## config.mk

```make
export PLATFORM = sky130hd
export DESIGN_NAME = start_sequencer
export DESIGN_NICKNAME = d
export VERILOG_FILES = /design/src/rtl/start_seq_pkg.sv /design/src/rtl/sync_edge_detect.sv /design/src/rtl/start_sequencer.sv
export SDC_FILE = /design/constraint.sdc
export NUM_CORES = 1
export LEC_CHECK = 0
export ABC_CLOCK_PERIOD_IN_PS = 6600
export CORE_AREA = 2 2 39 41
export CTS_CLUSTER_SIZE = 14
export DETAILED_ROUTE_END_ITERATION = 12
export DIE_AREA = 0 0 41 43
export PLACE_DENSITY_LB_ADDON = 0.15
export RECOVER_POWER = 50
export SLEW_MARGIN = 20
export SYNTH_ARGS = -nofsm -noshare
export SYNTH_HDL_FRONTEND = slang
export SYNTH_SLANG_ARGS = --single-unit
```

## constraint.sdc

```tcl
create_clock -name clk -period 6.6 [get_ports clk]
set_input_delay 1.65 -clock clk [delete_from_list [all_inputs] [get_ports clk]]
set_output_delay 1.65 -clock clk [all_outputs]
set_load 0.05 [all_outputs]
```

## src/rtl/start_seq_pkg.sv

```systemverilog
// Shared types and defaults for the start sequencer.
// Watchdog support is compiled in only when START_SEQ_TIMEOUT_EN is defined.
package start_seq_pkg;

  typedef enum logic [1:0] {
    IDLE = 2'd0,
    LOAD = 2'd1,
    RUN  = 2'd2,
    ERR  = 2'd3
  } state_t;

  localparam int PEND_DEPTH_DEF     = 4;
  localparam int TIMEOUT_CYCLES_DEF = 1024;
  localparam int WDOG_W             = 16;

endpackage

```

## src/rtl/sync_edge_detect.sv

```systemverilog
// Two-flop synchroniser plus a history flop; pulse_out is high for one cycle
// after each sampled 0->1 transition of async_in.
module sync_edge_detect (
  input  logic clk,
  input  logic n_rst,
  input  logic async_in,
  output logic pulse_out
);

  logic s0;
  logic v1;
  logic v2;

  always_ff @(posedge clk or negedge n_rst) begin
    if (!n_rst) begin
      s0 <= 1'b0;
      v1 <= 1'b0;
      v2 <= 1'b0;
    end else begin
      s0 <= async_in;
      v1 <= s0;
      v2 <= v1;
    end
  end

  assign pulse_out = v1 & ~v2;

endmodule

```

## src/rtl/start_sequencer.sv

```systemverilog
// Turns external start edges into queued one-shot datapath launches.
// Define START_SEQ_TIMEOUT_EN to add the RUN-state watchdog and timeout_err.
module start_sequencer
  import start_seq_pkg::*;
#(
  parameter  int PEND_DEPTH     = PEND_DEPTH_DEF,
  parameter  int TIMEOUT_CYCLES = TIMEOUT_CYCLES_DEF,
  localparam int CW             = $clog2(PEND_DEPTH + 1)
) (
  input  logic          clk,
  input  logic          n_rst,
  input  logic          start_data,
  input  logic          clear,
  input  logic          dp_ready,
  input  logic          dp_done,
  output logic          dp_load,
  output logic          busy,
  output logic          job_done,
  output logic [CW-1:0] pending_cnt,
  output logic          overflow,
  output logic          timeout_err,
  output state_t        state
);

  localparam logic [CW-1:0] CNT_MAX = CW'(PEND_DEPTH);

  logic start_pulse;
  logic launch;

  sync_edge_detect u_sync (
    .clk       (clk),
    .n_rst     (n_rst),
    .async_in  (start_data),
    .pulse_out (start_pulse)
  );

  // A launch consumes one queued start on the IDLE->LOAD edge.
  assign launch = (state == IDLE) && (pending_cnt != '0) && dp_ready;

  always_ff @(posedge clk or negedge n_rst) begin
    if (!n_rst) begin
      pending_cnt <= '0;
      overflow    <= 1'b0;
    end else if (clear) begin
      pending_cnt <= '0;
      overflow    <= 1'b0;
    end else if (start_pulse && !launch) begin
      if (pending_cnt == CNT_MAX) begin
        overflow <= 1'b1;
      end else begin
        pending_cnt <= pending_cnt + CW'(1);
      end
    end else if (launch && !start_pulse) begin
      pending_cnt <= pending_cnt - CW'(1);
    end
  end

`ifdef START_SEQ_TIMEOUT_EN
  localparam logic [WDOG_W-1:0] WDOG_LAST = WDOG_W'(TIMEOUT_CYCLES - 1);

  logic [WDOG_W-1:0] wdog;
  logic              wdog_expired;

  // dp_done arriving on the expiry cycle takes precedence over the timeout.
  assign wdog_expired = (state == RUN) && (wdog == WDOG_LAST) && !dp_done;

  always_ff @(posedge clk or negedge n_rst) begin
    if (!n_rst) begin
      wdog        <= '0;
      timeout_err <= 1'b0;
    end else begin
      if (state == LOAD) begin
        wdog <= '0;
      end else if (state == RUN) begin
        wdog <= wdog + WDOG_W'(1);
      end
      if (clear) begin
        timeout_err <= 1'b0;
      end else if (wdog_expired) begin
        timeout_err <= 1'b1;
      end
    end
  end
`else
  assign timeout_err = 1'b0;
`endif

  always_ff @(posedge clk or negedge n_rst) begin
    if (!n_rst) begin
      state    <= IDLE;
      dp_load  <= 1'b0;
      busy     <= 1'b0;
      job_done <= 1'b0;
    end else begin
      dp_load  <= 1'b0;
      job_done <= 1'b0;
      case (state)
        IDLE: begin
          if (launch) begin
            state   <= LOAD;
            dp_load <= 1'b1;
            busy    <= 1'b1;
          end
        end
        LOAD: state <= RUN;
        RUN: begin
          if (dp_done) begin
            state    <= IDLE;
            busy     <= 1'b0;
            job_done <= 1'b1;
          end
`ifdef START_SEQ_TIMEOUT_EN
          else if (wdog_expired) begin
            state <= ERR;
            busy  <= 1'b0;
          end
`endif
        end
        ERR: begin
          if (clear) state <= IDLE;
        end
        default: state <= IDLE;
      endcase
    end
  end

endmodule

```

==> results of run 1 <==
cells in the mapped netlist, drive strengths merged:
library cell	instances	share of area
dfrtp	12	0.54
nor2	7	0.047
inv	4	0.027
nand2	4	0.027
buf	2	0.034
mux2	2	0.041
mux2i	2	0.036
o21ai	2	0.018
a21oi	1	0.0090
a31oi	1	0.011
a41oi	1	0.016
and2b	1	0.014
clkbuf	1	0.014
clkinv	1	0.016
conb	1	0.0068
fa	1	0.036
nand2b	1	0.011
nor3	1	0.0090
nor3b	1	0.014
o32ai	1	0.016
or2	1	0.011
or3	1	0.011
or4b	1	0.018
xnor2	1	0.016
area by class of cell:
cell class                 instances  area [µm²]
clock buffer                       4       36.28
timing repair buffer              14       140.1
multi-input combinational         31       203.9
sequential                        12       300.3
inverter                           5       23.77
fill                             127       659.4
tap                               16       20.02
kinds of logic after synthesis:
kind of cell / synth area share
AO/OA/AOI/OAI: 0.06998
AND/OR/NAND/NOR: 0.1626
flip-flops: 0.5418
multiplexers: 0.07675
XOR/XNOR: 0.01580
other: 0.006766
adder cells (fa/ha/maj): 0.03612
buffers and inverters: 0.09030
registers in the layout (all words and copies together), names as in the netlist:
| signal | cells |
|---|---|
| job_done | 1 |
| overflow | 1 |
| u_sync.s0 | 1 |
| u_sync.v2 | 1 |
| state | 2 |
| u_sync.v1 | 1 |
| pending_cnt | 3 |
| busy | 1 |
| dp_load | 1 |
worst max-delay path, stage by stage:
cell,delay [ns]
clkdlybuf4s50_1,0.44
or4b_1,0.58
clkinv_4,0.11
nor2_1,0.05
fa_1,0.38
or3_1,0.38
mux2i_1,0.15
mux2_1,0.33
worst paths after layout:
path / startpoint / to / slack, ns / depth (start not counted)
max reg2reg: state[0]$_DFFE_PN0P_ / pending_cnt[2]$_DFFE_PN0P_ / 3.96 / 7
max: dp_ready / pending_cnt[2]$_DFFE_PN0P_ / 2.68 / 8
min: u_sync.s0$_DFF_PN0_ / u_sync.v1$_DFF_PN0_ / 0.35 / 0
min in group asynchronous: n_rst / pending_cnt[0]$_DFFE_PN0P_ / 1.80 / 1
max in group asynchronous: n_rst / pending_cnt[2]$_DFFE_PN0P_ / 4.45 / 1
min reg2reg: u_sync.s0$_DFF_PN0_ / u_sync.v1$_DFF_PN0_ / 0.35 / 0
metrics by stage:
stage / power, W / worst slack, ns / cells
2_1_floorplan: 0.0002531 / 2.970 / 51
3_3_place_gp: 0.0003050 / 2.406 / 78
3_5_place_dp: 0.0003072 / 2.384 / 78
4_1_cts: 0.0003656 / 2.670 / 82
5_1_grt: 0.0003834 / 2.554 / 82
6_report: 0.0003595 / 2.675 / 82
power breakdown:
part,total (W),internal [W],leakage [nW],switching (W)
Clock,0.0000569,0.0000335,0.0210,0.0000235
Combinational,0.000187,0.0000672,0.161,0.000120
Sequential,0.000116,0.0000953,0.154,0.0000203
layer usage:
layer / vias to the layer above / part of all wire
li1: 195 / -
met2: 7 / 0.48
met1: 183 / 0.46
met3: 2 / 0.043
met5: - / 0
met4: 0 / 0.012
==> metrics.cfg, run 1 <==
[grt]
grt_pass1_wl_mm=1.580
grt_max_degree=13
antenna_found_initial=0
grt_use_total=0.1372
grt.overflow.total=0
grt_pass1_vias=377
grt_use_met3=0.06806
grtUsageMet2=0.2063
top_usage_layer=met2
met1_usage=0.1575

[placed_design]
gp_congestion=0.6992
dp_hpwl_um=713.6
portBuffers=14
post_dp_cell_area_um2=688.2

[floorplan]
pin_count=16
die-area_mm2=0.001763
row_count=14
die_h_um=43
die_x_um=41
initial_utilization=0.4005
core_mm2=0.001384

[run_status]
status=completed

[critical_path]
cp.required_ns=6.75
crit_path_end_kind=flop
path_class=in2reg
startpoint_type=primary input
crit_fanout=5
cp_data_arrival_time_ns=4.07

[power_and_ir_drop]
power_leakage_nw=0.3356
ir_drop_mv=0.2060
p_per_area_mw_per_mm2=496.2

[routing]
first_iter_violations=0
first_pass_iters=1
via_per_inst=4.720
drcViolationCount=0
num_vias=387
routed_wl_um=923
wl_per_cell_um=11.26
ant_nets=0

[yosys]
yosysSeqAreaShare=0.5418
ys_warn_count=0
syn_area_um2=554.3
syn_area_per_cell_um2=10.87
synthCells=51
synthesis.nets=58
synth.ff_latch_count=12
ys_types=25

[sta]
report.final.slew_viol_count=0
fmax_ghz=0.2548
worst_pin_slew_ns=0.5332
fin_hold_ws_ns=0.3531
hold_violations=0
layout_min_cycle_time_ns=3.925
slew-limit-headroom=0.6434
setup_viol=0
clock_skew_ns=0.002374
finalSetupTns_ns=0
fin_crit_sh=0.5947
rsz0062_at_grt=false

[final_layout]
final_cell_area_um2=724.4
final_net_count=74
areaGrowthSynthToFinish_pct=30.70
n_antenna_cell=0
final_cell_mix=dfrtp_1, clkdlybuf4s50_1, nor2_1
drive_gt1_frac=0.09091
final_util=0.5235
final_common_cell=dfrtp_1

[cts]
cts_root_buf=clkbuf_4
cts_buffers=3
cts_resized=0
clock_path_buffers=2
htree_levels=1
cts_hold_buf=0
clock_latency_ns=0.26
postCtsSetupBuffers=0
clk_pin_slew_ns=0.07
cts_tree=built
numClockSinks=12

[worst_hold_path]
hold_path_class=reg2reg

[flow_run]
max-cap-violations=0

(Power assumes the default switching activity.)
==> run 2, diff against run 1 <==
Settings changed: ABC_CLOCK_PERIOD_IN_PS 6600 to 3650.
Clock period 6.6 ns to 3.65 ns, I/O delays scaled along.
==> metrics.cfg, run 2 (synthesis gave the netlist of run 1 again) <==
[critical_path]
cp_slowest_cell=or4b_1
crit_path_end_kind=flop
crit_family=simple AND/OR/NAND/NOR gates
ff2ff_setup_slack_ns=1.09
r2r_cells=7
cp.depth=8
cp.required_ns=3.81
r2r-start=state[0]$_DFFE_PN0P_
cpPeakStageDelay_ns=0.51
path_class=in2reg
crit_path_start=dp_ready
reg2reg_to=pending_cnt[2]$_DFFE_PN0P_
crit_chain=clkdlybuf4s50_1 -> or4b_1 -> clkinv_4 -> nor2_1 -> fa_1 -> or3_1 -> mux2i_1 -> mux2_1
crit_fanout=4
cp_data_arrival_time_ns=3.27
endpoint=pending_cnt[2]$_DFFE_PN0P_
startpoint_type=primary input
critPathBufInv=2

[cts]
clock_path_buffers=2
clk_pin_slew_ns=0.07
htree_levels=1
postCtsSetupBuffers=0
cts_root_buf=clkbuf_4
cts_buffers=3
clock_latency_ns=0.27
cts_tree=built
numClockSinks=12
cts_resized=0
cts_hold_buf=0

[final_layout]
largest_reg_flops=3
areaGrowthSynthToFinish_pct=32.05
final_common_cell=dfrtp_1
n_antenna_cell=0
fill_cells=123
final_net_count=75
seq_area_um2=300.3
regMostFlops=pending_cnt
final_cell_area_um2=732.0
multi_input_area_um2=203.9
final_util=0.5289
drive_gt1_frac=0.1045
stdcell_count=83
final_cell_mix=dfrtp_1, clkdlybuf4s50_1, nor2_1
top_regs=pending_cnt: 3 flops, state: 2 flops

[routing]
first_iter_violations=5
drcViolationCount=0
wl_per_cell_um=12.55
routed_wl_mm=1.042
num_vias=397
first_pass_iters=4
ant_nets=0
via_per_inst=4.783

[power_and_ir_drop]
power_leakage_nw=0.3399
ir_drop_mv=0.4190
p_per_area_mw_per_mm2=905.5

[flow_run]
max-cap-violations=0

[placed_design]
dp_hpwl_um=746.8
dp.cells=79
portBuffers=14
post_dp_cell_area_um2=695.7
gp_congestion=0.7464

[floorplan]
die_x_um=41
die_h_um=43
initial_utilization=0.4005
die-area_mm2=0.001763
row_count=14
pin_count=16
core_mm2=0.001384

[sta]
clock_skew_ns=0.0007769
report.final.slew_viol_count=0
layout_min_cycle_time_ns=3.111
fin_crit_sh=0.8524
slew-limit-headroom=0.6316
fin_hold_ws_ns=0.3693
worst_pin_slew_ns=0.5508
fmax_ghz=0.3214
finalSetupTns_ns=0
rsz0062_at_grt=false
setup_viol=0
hold_violations=0

[grt]
grt.overflow.total=0
grt_max_degree=13
grt_use_total=0.1459
grt_pass1_vias=348
grt_pass1_wl_mm=1.607
antenna_found_initial=0

[worst_hold_path]
hold_path_class=reg2reg

[run_status]
status=completed

-- run 2: final cells by class --
class,count,area share
sequential,12,0.4103
multi-input combinational,31,0.2786
timing repair buffer,15,0.2017
clock buffer,4,0.04957
inverter,5,0.03248
tap,16,0.02735
-- run 2: worst min-delay path by stage --
stage,start,to,slack (ns),cells past startpoint
after floorplan,u_sync.s0$_DFF_PN0_,u_sync.v1$_DFF_PN0_,0.33,0
after global placement,u_sync.s0$_DFF_PN0_,u_sync.v1$_DFF_PN0_,0.35,0
after detailed placement,u_sync.s0$_DFF_PN0_,u_sync.v1$_DFF_PN0_,0.35,0
after CTS,u_sync.s0$_DFF_PN0_,u_sync.v1$_DFF_PN0_,0.37,0
after global routing,u_sync.s0$_DFF_PN0_,u_sync.v1$_DFF_PN0_,0.39,0
final,u_sync.s0$_DFF_PN0_,u_sync.v1$_DFF_PN0_,0.37,0
-- run 2: metrics by stage --
step | total power [W] | setup WS, ns
finish | 0.0006628 | 0.5387
CTS | 0.0006721 | 0.5313
global placement | 0.0005576 | 0.2629
detailed placement | 0.0005616 | 0.2472
global route | 0.0007059 | 0.4823
floorplan | 0.0004576 | 0.7570
-- run 2: per-layer routing --
layer  global-route usage  wire length [µm]  up-vias
li1                     -                 -      197
met1               0.1763               435      187
met2               0.2188               536       10
met3              0.03141                46        3
met4               0.1000                23        0
met5                    0                 0        -
-- run 2: power by group --
part           internal (W)  total (W)  switching (W)
Clock             0.0000607   0.000106      0.0000449
Combinational      0.000128   0.000348       0.000220
Sequential         0.000172   0.000209      0.0000368
